<file path="src/rtl/sipo_word_assembler_if.sv">
// sipo_word_assembler_if
//   Bundles the serial-in and word-out signals of the SIPO word assembler.
//   slave  : the assembler (consumes bits, produces words).
//   master : the environment (drives bits and flow control, observes words).
// Signals:
//   bit_in, bit_en : serial data bit and its sample strobe.
//   clear          : synchronous flush of assembly and output state.
//   word_out       : last completed word, stable while word_valid=1.
//   word_valid     : word_out holds an unconsumed word.
//   word_ready     : consumer accepts word_out on an edge with word_valid=1.
//   bit_count      : bits currently in the shift register, 0..WIDTH-1.
//   overrun        : sticky flag, a completed word was dropped.
interface sipo_word_assembler_if #(
  parameter int unsigned WIDTH = 8
);
  localparam int unsigned CntW = $clog2(WIDTH);

  logic             bit_in;
  logic             bit_en;
  logic             clear;
  logic [WIDTH-1:0] word_out;
  logic             word_valid;
  logic             word_ready;
  logic [CntW-1:0]  bit_count;
  logic             overrun;

  modport slave (
    input  bit_in,
    input  bit_en,
    input  clear,
    input  word_ready,
    output word_out,
    output word_valid,
    output bit_count,
    output overrun
  );

  modport master (
    output bit_in,
    output bit_en,
    output clear,
    output word_ready,
    input  word_out,
    input  word_valid,
    input  bit_count,
    input  overrun
  );
endinterface

</file>
<file path="src/rtl/sipo_word_assembler.sv">
// sipo_word_assembler
//   Collects the held bit of the upstream latch stage, one bit per strobed edge, into
//   WIDTH-bit words. Each completed word is handed to a one-entry valid/ready output
//   register on the very edge it completes; a word completing while the previous one is
//   still unconsumed is dropped and flagged with the sticky overrun bit. Assembly of the
//   next word always proceeds in parallel with the held output word.
// Parameters:
//   WIDTH     : bits per word (at least 2).
//   MSB_FIRST : 1 -> first received bit ends up in word_out[WIDTH-1],
//               0 -> first received bit ends up in word_out[0].
// Ports:
//   clk   : clock, rising edge active.
//   rst_n : asynchronous active-low reset.
//   bus   : slave side of sipo_word_assembler_if (serial input, word output, status).
// All outputs come straight from flops; no input reaches an output combinationally.
module sipo_word_assembler #(
  parameter int unsigned WIDTH     = 8,
  parameter bit          MSB_FIRST = 1'b1
) (
  input  logic                  clk,
  input  logic                  rst_n,
  sipo_word_assembler_if.slave  bus
);

  localparam int unsigned CntW = $clog2(WIDTH);
  localparam logic [CntW-1:0] LastIdx = CntW'(WIDTH - 1);

  typedef enum logic [0:0] {
    StEmpty,
    StValid
  } state_e;

  state_e           state_q, state_d;
  logic [WIDTH-1:0] shreg_q, shreg_d;
  logic [CntW-1:0]  cnt_q,   cnt_d;
  logic [WIDTH-1:0] word_q,  word_d;
  logic             overrun_q, overrun_d;

  // Shift register value including the bit presented on this edge. On a completing
  // edge this is exactly the finished word, which is what allows the zero-latency load.
  logic [WIDTH-1:0] shift_val;
  logic             complete;

  if (MSB_FIRST) begin : g_msb_first
    assign shift_val = {shreg_q[WIDTH-2:0], bus.bit_in};
    // The oldest bit falls off the top; it has already been captured if it belonged to
    // a completed word.
    logic unused_shreg_bit;
    assign unused_shreg_bit = shreg_q[WIDTH-1];
  end else begin : g_lsb_first
    assign shift_val = {bus.bit_in, shreg_q[WIDTH-1:1]};
    logic unused_shreg_bit;
    assign unused_shreg_bit = shreg_q[0];
  end

  assign complete = bus.bit_en && (cnt_q == LastIdx);

  always_comb begin
    state_d   = state_q;
    shreg_d   = shreg_q;
    cnt_d     = cnt_q;
    word_d    = word_q;
    overrun_d = overrun_q;

    if (bus.clear) begin
      // Flush wins over any strobe or handshake on this edge; word_out is left alone.
      state_d   = StEmpty;
      shreg_d   = '0;
      cnt_d     = '0;
      overrun_d = 1'b0;
    end else begin
      if (bus.bit_en) begin
        shreg_d = shift_val;
        cnt_d   = complete ? '0 : cnt_q + CntW'(1);
      end

      unique case (state_q)
        StEmpty: begin
          if (complete) begin
            word_d  = shift_val;
            state_d = StValid;
          end
        end
        StValid: begin
          if (complete) begin
            if (bus.word_ready) begin
              // Consumer takes the old word as the new one arrives: swap in place.
              word_d = shift_val;
            end else begin
              overrun_d = 1'b1;
            end
          end else if (bus.word_ready) begin
            state_d = StEmpty;
          end
        end
        default: state_d = StEmpty;
      endcase
    end
  end

  always_ff @(posedge clk or negedge rst_n) begin
    if (!rst_n) begin
      state_q   <= StEmpty;
      shreg_q   <= '0;
      cnt_q     <= '0;
      word_q    <= '0;
      overrun_q <= 1'b0;
    end else begin
      state_q   <= state_d;
      shreg_q   <= shreg_d;
      cnt_q     <= cnt_d;
      word_q    <= word_d;
      overrun_q <= overrun_d;
    end
  end

  assign bus.word_out   = word_q;
  assign bus.word_valid = (state_q == StValid);
  assign bus.bit_count  = cnt_q;
  assign bus.overrun    = overrun_q;

  // A held word may only change when the consumer is taking it.
  word_stable_a : assert property (@(posedge clk) disable iff (!rst_n)
    (bus.word_valid && !bus.word_ready) |=> $stable(bus.word_out));

  bit_count_range_a : assert property (@(posedge clk) disable iff (!rst_n)
    cnt_q <= LastIdx);

endmodule
</file>
<file path="src/flat_wrapper.sv">
// flat-port wrapper written by rule: the top's interface ports become plain ports
module sipo_word_assembler_flat 
#(
  parameter int unsigned WIDTH     = 8,
  parameter bit          MSB_FIRST = 1'b1
)
  (clk, rst_n, bus_bit_in, bus_bit_en, bus_clear, bus_word_ready, bus_word_out, bus_word_valid, bus_bit_count, bus_overrun);
  sipo_word_assembler_if #(.WIDTH(WIDTH)) bus_i ();
  input  logic clk;
  input  logic rst_n;
  input wire logic [$bits(bus_i.bit_in)-1:0] bus_bit_in;
  input wire logic [$bits(bus_i.bit_en)-1:0] bus_bit_en;
  input wire logic [$bits(bus_i.clear)-1:0] bus_clear;
  input wire logic [$bits(bus_i.word_ready)-1:0] bus_word_ready;
  output wire logic [$bits(bus_i.word_out)-1:0] bus_word_out;
  output wire logic [$bits(bus_i.word_valid)-1:0] bus_word_valid;
  output wire logic [$bits(bus_i.bit_count)-1:0] bus_bit_count;
  output wire logic [$bits(bus_i.overrun)-1:0] bus_overrun;
  assign bus_i.bit_in = bus_bit_in;
  assign bus_i.bit_en = bus_bit_en;
  assign bus_i.clear = bus_clear;
  assign bus_i.word_ready = bus_word_ready;
  assign bus_word_out = bus_i.word_out;
  assign bus_word_valid = bus_i.word_valid;
  assign bus_bit_count = bus_i.bit_count;
  assign bus_overrun = bus_i.overrun;
  sipo_word_assembler #(.WIDTH(WIDTH), .MSB_FIRST(MSB_FIRST)) u_core (.clk(clk), .rst_n(rst_n), .bus(bus_i));
endmodule
</file>
<file path="config.mk">
export PLATFORM = sky130hd
export DESIGN_NAME = sipo_word_assembler_flat
export DESIGN_NICKNAME = d
export VERILOG_FILES = /design/src/rtl/sipo_word_assembler_if.sv /design/src/rtl/sipo_word_assembler.sv /design/src/flat_wrapper.sv
export SDC_FILE = /design/constraint.sdc
export NUM_CORES = 1
export LEC_CHECK = 0
export CELL_PAD_IN_SITES_DETAIL_PLACEMENT = 0
export CELL_PAD_IN_SITES_GLOBAL_PLACEMENT = 2
export CORE_MARGIN = 1.5
export CORE_UTILIZATION = 34
export CTS_CLUSTER_DIAMETER = 30
export CTS_CLUSTER_SIZE = 24
export DETAILED_ROUTE_END_ITERATION = 8
export PLACE_DENSITY = 0.88
export SLEW_MARGIN = 20
export SYNTH_ARGS = -nofsm -noshare
export SYNTH_HDL_FRONTEND = slang
export SYNTH_SLANG_ARGS = --single-unit
</file>
<file path="constraint.sdc">
create_clock -name clk -period 2.58 [get_ports clk]
set_clock_uncertainty 0.05 [all_clocks]
set_input_delay 0.516 -clock clk [delete_from_list [all_inputs] [get_ports clk]]
set_output_delay 0.516 -clock clk [all_outputs]
set_load 0.005 [all_outputs]
</file>
==> flow_summary_export.csv, run 1 <==
group,metric,value,unit
grt,gr-usage-all-layers,0.1282,
final_layout,layout-drive-gt1-share,0.1882,
floorplan,fp.coreArea,0.002233,mm^2
setup_path,critical_path.max_stage_delay,410,ps
routing,drt_pass1_iterations,4,
setup_path,cp.required,2720,ps
setup_path,reg2reg_depth,5,
grt,maximum_number_of_pins_on_one_net_before_global_route_repair,21,
clocking,cts-resized-gates,0,
clocking,cts_buffers,3,
setup_path,timing.rr.start,"u_core.bus.bit_count[1]",
logic_synthesis,synth_top_cells_by_count,"sky130_fd_sc_hd__dfrtp_1, sky130_fd_sc_hd__nor2_1, sky130_fd_sc_hd__mux2_2, sky130_fd_sc_hd__mux2i_1, sky130_fd_sc_hd__a21oi_1",
grt,antenna_found_initial,0,
flow_run,max_cap_violations,0,
routing,residual_drc_count,0,
floorplan,design.die.area,0.002702,mm^2
setup_path,worst-path-max-fanout,8,
routing,finalWirelength,1400,um
placed_design,place_hpwl,981.5,um
logic_synthesis,async_flop_share,1.000,
logic_synthesis,synth_area_per_cell,13.16,um^2
logic_synthesis,synth_top_area_share,0.6135,
setup_path,r2r_setup_slack,790,ps
timing,rsz0062_at_grt,"no",
worst_hold_path,hold_path.class,"register to register",
setup_path,crit_path_arrival_time,1930,ps
logic_synthesis,post-synth-top-count-cell,"sky130_fd_sc_hd__dfrtp_1",
clocking,worst_skew_pair.late_latency,290,ps
logic_synthesis,post_synth_inst_count,62,
power_and_ir_drop,vdd.ir_drop.worst,0.3415,mV
logic_synthesis,synth_enable_flop_cells,0,
clocking,cts.path.max_buffers,2,
timing,final_slew_viol_count,0,
power_and_ir_drop,power.density,499.6,mW/mm^2
final_layout,fin_nets,94,
logic_synthesis,postSynth.topFlopCell,"sky130_fd_sc_hd__dfrtp_1",
final_layout,area_delta_synth_final,32.52,%
timing,max_freq,559.8,MHz
logic_synthesis,net_count_after_synthesis,70,
logic_synthesis,synth.top_cells.by_area,"sky130_fd_sc_hd__dfrtp_1, sky130_fd_sc_hd__mux2_2, sky130_fd_sc_hd__mux2i_1",
timing,slew_headroom,0.7164,
timing,slew_at_the_pin_with_the_worst_max_slew_slack,424.1,ps
routing,drt-initial-drc-count,5,
logic_synthesis,ys_warn_count,0,
grt,grt_overflow,0,
power_and_ir_drop,power.total,540.1,uW
placed_design,gp_congestion,0.6739,
worst_hold_path,holdPathStages,2,
clocking,tritoncts,"done",
timing,fin_crit_sh,0.6924,
setup_path,path_class,"register to register",
clocking,cts_sinks,20,
timing,totalNegativeSetupSlack,0,ps
routing,vias,543,
floorplan,fp.dieH,51.99,um
setup_path,cp_num_buf_inv,0,
final_layout,final.fill_count,216,
timing,fin_crit,1786,ps
clocking,clk_root_buffer_cell,"sky130_fd_sc_hd__clkbuf_4",
floorplan,die-width,51.99,um
status,status,"completed",
setup_path,critical_path.reg2reg.endpoint,"u_core.bus.word_out[7]",
worst_hold_path,hold_path_startpoint,"u_core.bus.overrun",
clocking,worst_setup_hold_path_clk_slew,110,ps
timing,final-hold-violation-count,0,
final_layout,antennaDiodeCount,0,
clocking,postCtsSetupRepairBufs,0,
timing,final-setup-viol-count,0,
floorplan,io_pins,19,
logic_synthesis,yosys_register_bits,20,
logic_synthesis,yosysSeqAreaShare,0.6135,
routing,routedWlPerCell,12.39,um
clocking,clock_tree.htree_level_count,1,
floorplan,start_util,0.3653,
logic_synthesis,synthDominantAreaCellType,"sky130_fd_sc_hd__dfrtp_1",
power_and_ir_drop,p_leak,0.0005209,uW
setup_path,crit_path_frequent_cell,"sky130_fd_sc_hd__ha_1",
clocking,cts_hold_buf,0,
logic_synthesis,synth.distinct_cells,15,
setup_path,cpLargestDelayFamily,"simple AND/OR/NAND/NOR gates",
routing,via_per_inst,4.805,
placed_design,io_buffer_count,18,
routing,drt.antenna.violating_nets,0,
setup_path,crit_slowest_cell,"sky130_fd_sc_hd__dfrtp_1",
worst_hold_path,whs_endpoint,"u_core.bus.overrun",
logic_synthesis,netlist_area,815.8,um^2
floorplan,floorplan.rows,17,
setup_path,start_kind,"register",
setup_path,critPathCaptureType,"register",
setup_path,crit_chain,"ha_1 > ha_1 > nand2_1 > nor3_4 > mux2_2",
grt,grt_pass1_vias,578,
grt,first_pass_grt_wire_length,2532,um
## worst max path at each step
stage / start / endpoint / cells past startpoint
floorplan: u_core.bus.bit_count[0] / u_core.bus.word_out[0] / 5
global placement: bus_bit_en / u_core.bus.word_out[1] / 4
detailed placement: bus_bit_en / u_core.bus.word_out[7] / 4
CTS: u_core.bus.bit_count[0] / u_core.bus.word_out[7] / 5
global route: u_core.bus.bit_count[1] / u_core.bus.word_out[1] / 5
finish: u_core.bus.bit_count[1] / u_core.bus.word_out[7] / 5
## layout by cell type, fill, tap and decap left out, drive strengths merged
| master | count |
|---|---|
| inv | 1 |
| nor2b | 1 |
| mux2i | 8 |
| nor3b | 1 |
| dfrtp | 20 |
| nand3b | 1 |
| clkdlybuf4s50 | 18 |
| mux2 | 8 |
| a31oi | 1 |
| clkbuf | 4 |
| buf | 3 |
| nor3 | 1 |
| ha | 2 |
| nor2 | 11 |
| nand2 | 2 |
| a21oi | 3 |
## layer usage
| metal | vias to the layer above | wire [um] | global-route usage |
|---|---|---|---|
| met2 | 14 | 689 | 0.2110 |
| met5 | - | 0 | 0 |
| met4 | 0 | 0 | 0.05263 |
| met3 | 0 | 52 | 0.02586 |
| li1 | 254 | - | - |
| met1 | 275 | 658 | 0.1636 |
## area by class of cell
cell class                      count  area (um^2)  area share
Clock buffer                        4        36.28     0.03356
Inverter                            1        3.754    0.003472
Multi-Input combinational cell     39        302.8      0.2801
Sequential cell                    20        500.5      0.4630
Tap cell                           28        35.03     0.03241
Timing Repair Buffer               21        202.7      0.1875
## cell families (layout without fill, tap and decap cells)
| family | Yosys count | after routing | share of synthesized area |
|---|---|---|---|
| buffers and inverters | 3 | 26 | 0.01532 |
| multiplexers | 16 | 16 | 0.2086 |
| AO/OA/AOI/OAI | 4 | 4 | 0.02607 |
| flip-flops | 20 | 20 | 0.6135 |
| adder cells (fa/ha/maj) | 2 | 2 | 0.03067 |
| AND/OR/NAND/NOR | 17 | 17 | 0.1058 |
## registers in the layout, summed over array words and instances (netlist names)
register / flops
u_core.shreg_q: 7
u_core.bus.word_valid: 1
u_core.bus.word_out: 8
u_core.bus.bit_count: 3
u_core.bus.overrun: 1
## worst reg2reg max path, stage by stage, from the launching register on
cell and delay (ps):
sky130_fd_sc_hd__dfrtp_1 410, sky130_fd_sc_hd__ha_1 160, sky130_fd_sc_hd__ha_1 210, sky130_fd_sc_hd__nand2_1 110, sky130_fd_sc_hd__nor3_4 350, sky130_fd_sc_hd__mux2_2 390
## stage by stage
step           cells  utilization  hold slack, ps  area [um^2]  setup slack (ps)
2_1_floorplan     62            -           170.4        815.8             959.6
3_3_place_gp     109       0.4678           425.9         1045             554.4
3_5_place_dp     109       0.4678           445.4         1045             545.4
4_1_cts          113       0.4840           471.0         1081             759.0
5_1_grt          113       0.4840           492.6         1081             667.1
6_report         113       0.4840           460.3         1081             793.7
## report_power, final
part	total, uW	switching, uW	internal [uW]	leakage (uW)
clock	178	91.8	86.0	0.0000210
sequential	322	3.91	318	0.000277
combinational	40.7	20.1	20.6	0.000223
Note: power is estimated with default switching activity, not from simulation.
==> run 2: changes to the inputs <==
--- a/config.mk
+++ b/config.mk
@@ -8,11 +8,11 @@
 export CELL_PAD_IN_SITES_DETAIL_PLACEMENT = 0
 export CELL_PAD_IN_SITES_GLOBAL_PLACEMENT = 2
 export CORE_MARGIN = 1.5
-export CORE_UTILIZATION = 34
+export CORE_UTILIZATION = 31
 export CTS_CLUSTER_DIAMETER = 30
 export CTS_CLUSTER_SIZE = 24
 export DETAILED_ROUTE_END_ITERATION = 8
-export PLACE_DENSITY = 0.88
+export PLACE_DENSITY = 0.82
 export SLEW_MARGIN = 20
 export SYNTH_ARGS = -nofsm -noshare
 export SYNTH_HDL_FRONTEND = slang
==> constraint.sdc (replaced) <==
create_clock -name clk -period 1.85 [get_ports clk]
set_clock_uncertainty 0.05 [all_clocks]
set_input_delay 0.37 -clock clk [delete_from_list [all_inputs] [get_ports clk]]
set_output_delay 0.37 -clock clk [all_outputs]
set_load 0.005 [all_outputs]
==> run 2 against run 1 <==
  * Critical path depth is 4 lower
  * Sequential power increased by 39%
  * Via count is 1.3% lower
  * Critical path type is now register to output pin
  * Highest routed layer is now met4
==> flow_summary_export.csv, run 2 (same netlist as run 1, synthesis figures left out) <==
group,metric,value,unit
power_and_ir_drop,power.density,770.4,mW/mm^2
setup_path,reg2reg_depth,6,
setup_path,cpLargestDelayFamily,"buffers and inverters",
floorplan,design.die.area,0.002948,mm^2
clocking,cts_buffers,3,
setup_path,startpoint,"u_core.bus.bit_count[0]",
clocking,clk_root_buffer_cell,"sky130_fd_sc_hd__clkbuf_4",
clocking,tritoncts,"done",
timing,slew_at_the_pin_with_the_worst_max_slew_slack,341.6,ps
setup_path,start_kind,"register",
floorplan,die-width,54.30,um
setup_path,critical_path.reg2reg.endpoint,"u_core.bus.word_out[5]",
grt,grt_pass1_vias,531,
setup_path,crit_path_arrival_time,1220,ps
routing,residual_drc_count,0,
timing,totalNegativeSetupSlack,0,ps
timing,rsz0062_at_grt,"no",
placed_design,place_hpwl,1038,um
status,status,"completed",
power_and_ir_drop,internal_power,691.0,uW
setup_path,crit_slowest_cell,"sky130_fd_sc_hd__clkdlybuf4s50_1",
final_layout,area_delta_synth_final,37.58,%
clocking,cts_hold_buf,0,
setup_path,r2r_setup_slack,270,ps
final_layout,final_cell_mix,"sky130_fd_sc_hd__dfrtp_1, sky130_fd_sc_hd__clkdlybuf4s50_1, sky130_fd_sc_hd__nor2_1, sky130_fd_sc_hd__mux2_2, sky130_fd_sc_hd__mux2i_1",
power_and_ir_drop,p_leak,0.0005442,uW
floorplan,fp.coreArea,0.002477,mm^2
timing,final-hold-violation-count,0,
flow_run,max_cap_violations,0,
final_layout,multi_input_comb_area,302.8,um^2
final_layout,mostFrequentLayoutCell,"sky130_fd_sc_hd__dfrtp_1",
power_and_ir_drop,pwr-share-comb,0.066,
power_and_ir_drop,power_frac_clock,0.416,
setup_path,cp_num_buf_inv,1,
final_layout,layout-drive-gt1-share,0.2159,
clocking,worst_skew_pair.late_latency,310,ps
grt,grt_overflow,0,
setup_path,path_class,"register to output pin",
clocking,postCtsSetupRepairBufs,0,
final_layout,fin_nets,97,
setup_path,cp.required,1430,ps
routing,drt_pass1_iterations,3,
setup_path,crit_chain,"clkdlybuf4s50_1",
setup_path,critical_path.max_stage_delay,520,ps
power_and_ir_drop,swShare,0.2009,
power_and_ir_drop,switchingPower,173.7,uW
clocking,cts.path.max_buffers,2,
final_layout,antennaDiodeCount,0,
clocking,worst_setup_hold_path_clk_slew,120,ps
placed_design,gp_congestion,0.6643,
final_layout,final.fill_count,247,
floorplan,fp.dieH,54.30,um
routing,routedWlPerCell,12.22,um
timing,fin_crit_sh,0.8860,
timing,slew_headroom,0.7718,
power_and_ir_drop,power.sequential.fraction,0.518,
final_layout,final_cell_area,0.001122,mm^2
timing,fin_crit,1639,ps
setup_path,critPathCaptureType,"output pin",
grt,maximum_number_of_pins_on_one_net_before_global_route_repair,21,
routing,drt.antenna.violating_nets,0,
placed_design,io_buffer_count,18,
clocking,clock_tree.htree_level_count,1,
setup_path,worst-path-max-fanout,4,
timing,final-setup-viol-count,0,
placed_design,dpl-instance-area,0.001070,mm^2
grt,first_pass_grt_wire_length,2359,um
grt,gr-usage-all-layers,0.1150,
clocking,cts_sinks,20,
routing,drt-initial-drc-count,2,
routing,vias,536,
power_and_ir_drop,vdd.ir_drop.worst,0.3696,mV
setup_path,timing.rr.start,"u_core.bus.bit_count[0]",
timing,max_freq,610.1,MHz
worst_hold_path,hold_path.class,"input port to async pin",
grt,antenna_found_initial,0,
routing,via_per_inst,4.542,
clocking,cts-resized-gates,0,
timing,final_slew_viol_count,0,
routing,finalWirelength,1442,um
floorplan,start_util,0.3293,
floorplan,io_pins,19,
floorplan,floorplan.rows,18,
final_layout,seqCellArea,500.5,um^2
final_layout,largest_reg_flops,8,
run 2: worst reg2reg max path: stages, from the launching register on:
cell and delay (ps):
sky130_fd_sc_hd__dfrtp_1 400, sky130_fd_sc_hd__ha_1 170, sky130_fd_sc_hd__ha_1 170, sky130_fd_sc_hd__nand2_1 80
sky130_fd_sc_hd__nor3_4 120, sky130_fd_sc_hd__buf_4 160, sky130_fd_sc_hd__mux2_2 320
run 2: cell type report:
type                    instances  share of cell area
repair buffers                 24              0.2007
multi-input cells              39              0.2698
inverters                       1            0.003344
flip-flops and latches         20              0.4459
clock inverters                 1             0.02676
clock buffers                   3             0.02007
well taps                      30             0.03344
run 2: worst max-delay path by stage:
stage                                        end  slack, ps  cells past startpoint
final                           bus_bit_count[0]        210                      1
after global routing            bus_bit_count[0]        130                      1
after CTS                       bus_bit_count[0]        180                      1
after detailed placement  u_core.bus.word_out[2]         90                      5
after global placement    u_core.bus.word_out[3]        100                      5
after floorplan           u_core.bus.word_out[0]        230                      5
run 2: power by group through the flow:
stage	registers, uW	clock network [uW]	logic [uW]
floorplan	456	0	21.0
global placement	457	0	58.1
detailed placement	457	0	58.1
CTS	448	370	58.6
global route	449	381	63.5
finish	448	360	56.8
run 2: stage by stage:
stage          hold WS [ps]  power [uW]    util  setup slack, ps  instances
2_1_floorplan         24.41       477.1       -            229.6         62
3_3_place_gp          438.5       514.7  0.4318            98.85        114
3_5_place_dp          443.2       514.7  0.4318            92.39        114
4_1_cts               341.1       877.1  0.4530            182.6        118
5_1_grt               353.1       893.8  0.4530            130.2        118
6_report              333.8       864.6  0.4530            210.9        118
run 2: per-layer routing:
| layer | wire length [um] | global-route usage |
|---|---|---|
| met1 | 704 | 0.1468 |
| met2 | 615 | 0.1747 |
| met3 | 73 | 0.01639 |
| met4 | 48 | 0.08750 |
| met5 | 0 | 0 |
==> run 3: changes to the inputs <==
--- a/config.mk
+++ b/config.mk
@@ -7,7 +7,7 @@
 export LEC_CHECK = 0
 export CELL_PAD_IN_SITES_DETAIL_PLACEMENT = 0
 export CELL_PAD_IN_SITES_GLOBAL_PLACEMENT = 2
-export CORE_MARGIN = 1.5
+export CORE_MARGIN = 4
 export CORE_UTILIZATION = 31
 export CTS_CLUSTER_DIAMETER = 30
 export CTS_CLUSTER_SIZE = 24
==> run 3 against run 2 <==
  * Global-route usage fell by 1.9 points
  * Non-clock buffer count decreased by 1
  * Die area rose by 19%
  * Routed wire length increased by 2.1%
  * Setup slack worse by 34 ps
  * Register-to-register slack worse by 90 ps
  * Via count rose by 1.1%
  * Flip-flop and latch count unchanged
  * Final area decreased by 0.67%
  * Sequential power about the same
  * Largest cell class unchanged
  * Largest power group unchanged
==> flow_summary_export.csv, run 3 (same netlist as run 1, synthesis figures left out) <==
group,metric,value,unit
clocking,clk_root_buffer_cell,"sky130_fd_sc_hd__clkbuf_4",
routing,via_per_inst,4.632,
clocking,cts_buffers,3,
setup_path,crit_chain,"ha_1 > ha_1 > nand2_1 > nor3_4 > buf_4 > mux2_2",
clocking,worst_setup_hold_path_clk_slew,110,ps
final_layout,mostFrequentLayoutCell,"sky130_fd_sc_hd__dfrtp_1",
clocking,cts_hold_buf,0,
placed_design,io_buffer_count,18,
timing,final-setup-viol-count,0,
timing,totalNegativeSetupSlack,0,ps
floorplan,start_util,0.3263,
setup_path,critical_path.max_stage_delay,400,ps
timing,slew_headroom,0.7800,
grt,gr-usage-all-layers,0.09641,
setup_path,worst-path-max-fanout,5,
routing,drt.antenna.violating_nets,0,
grt,maximum_number_of_pins_on_one_net_before_global_route_repair,21,
status,status,"completed",
final_layout,largest_reg_flops,8,
final_layout,antennaDiodeCount,0,
timing,final_slew_viol_count,0,
final_layout,layout-drive-gt1-share,0.2069,
placed_design,gp_congestion,0.6993,
setup_path,reg2reg_depth,6,
placed_design,place_hpwl,1057,um
grt,grt_pass1_vias,558,
clocking,worst_skew_pair.late_latency,290,ps
final_layout,final.fill_count,239,
setup_path,critPathCaptureType,"register",
setup_path,crit_path_frequent_cell,"sky130_fd_sc_hd__ha_1",
timing,max_freq,597.7,MHz
floorplan,die-width,59.30,um
setup_path,cpLargestDelayFamily,"flip-flops",
grt,grt_overflow,0,
grt,first_pass_grt_wire_length,2525,um
routing,finalWirelength,1472,um
setup_path,worst-path-stages,6,
power_and_ir_drop,power.density,765.7,mW/mm^2
placed_design,detailedPlace.worstSlack,89.52,ps
timing,final-hold-violation-count,0,
final_layout,final_cell_mix,"sky130_fd_sc_hd__dfrtp_1, sky130_fd_sc_hd__clkdlybuf4s50_1, sky130_fd_sc_hd__nor2_1, sky130_fd_sc_hd__mux2_2, sky130_fd_sc_hd__mux2i_1",
setup_path,crit_path_arrival_time,1810,ps
final_layout,multi_input_comb_area,302.8,um^2
routing,vias,542,
final_layout,seqCellArea,500.5,um^2
setup_path,start_kind,"register",
power_and_ir_drop,vdd.ir_drop.worst,0.3885,mV
floorplan,fp.dieH,59.30,um
routing,drt-initial-drc-count,3,
placed_design,dpl.cell_count,113,
routing,routedWlPerCell,12.58,um
floorplan,io_pins,19,
clocking,cts.path.max_buffers,2,
clocking,clock_tree.htree_level_count,1,
worst_hold_path,hold_path.class,"input port to async pin",
final_layout,fin_nets,96,
power_and_ir_drop,p_leak,0.0005388,uW
setup_path,path_class,"register to register",
routing,residual_drc_count,0,
setup_path,cp_num_buf_inv,1,
timing,slew_at_the_pin_with_the_worst_max_slew_slack,329.3,ps
floorplan,design.die.area,0.003516,mm^2
flow_run,max_cap_violations,0,
timing,post-route-worst-setup-slack,177.0,ps
grt,antenna_found_initial,0,
clocking,postCtsSetupRepairBufs,0,
timing,fin_crit_sh,0.9043,
clocking,cts-resized-gates,0,
final_layout,stdcell_count,117,
clocking,tritoncts,"done",
timing,rsz0062_at_grt,"no",
floorplan,fp.coreArea,0.002500,mm^2
routing,drt_pass1_iterations,3,
floorplan,floorplan.rows,18,
setup_path,cp.required,1990,ps
setup_path,crit_slowest_cell,"sky130_fd_sc_hd__dfrtp_1",
power_and_ir_drop,power.total,853.6,uW
final_layout,area_delta_synth_final,36.66,%
timing,final_hold_slack,357.1,ps
clocking,cts_sinks,20,
timing,fin_crit,1673,ps
==> run 3: metal layers <==
| layer | share of wire | up-vias | global-route usage |
|---|---|---|---|
| met1 | 0.51 | 264 | 0.1334 |
| li1 | - | 262 | - |
| met2 | 0.41 | 14 | 0.1420 |
| met3 | 0.072 | 2 | 0.02614 |
| met4 | 0.0041 | 0 | 0.03883 |
| met5 | 0 | - | 0 |
==> run 3: through the flow <==
stage,utilization,area [um^2]
floorplan,-,815.8
global placement,0.4249,1062
detailed placement,0.4249,1062
CTS,0.4459,1115
global route,0.4459,1115
finish,0.4459,1115
==> run 3: path summary, 6_finish.rpt <==
path	endpoint	start	slack [ps]
worst min-delay path	u_core.shreg_q[4]	rst_n	360
max in group asynchronous	u_core.bus.bit_count[2]	rst_n	1190
worst max register to register	u_core.bus.word_out[3]	u_core.bus.bit_count[0]	180
worst max-delay path	u_core.bus.word_out[3]	u_core.bus.bit_count[0]	180
min in group clk	u_core.bus.word_out[2]	u_core.bus.word_out[2]	470
worst min register to register	u_core.bus.word_out[2]	u_core.bus.word_out[2]	470
==> run 3: worst register-to-register path, cell delays in order (launching register included) <==
cell and delay, ps:
sky130_fd_sc_hd__dfrtp_1 400, sky130_fd_sc_hd__ha_1 170, sky130_fd_sc_hd__ha_1 220, sky130_fd_sc_hd__nand2_1 110, sky130_fd_sc_hd__nor3_4 130, sky130_fd_sc_hd__buf_4 160, sky130_fd_sc_hd__mux2_2 330
==> run 3: cell type report <==
class,count,area share
clock inverter,1,0.02694
clock buffer,3,0.02020
sequential,20,0.4489
timing repair buffer,23,0.1953
tap,30,0.03367
inverter,1,0.003367
multi-input combinational,39,0.2716
==> run 3: power breakdown <==
group          switching [uW]  internal [uW]  total [uW]
Clock                     130            219         349
Sequential               5.28            443         448
Combinational            27.8           28.7        56.5
Total                     163            690         854
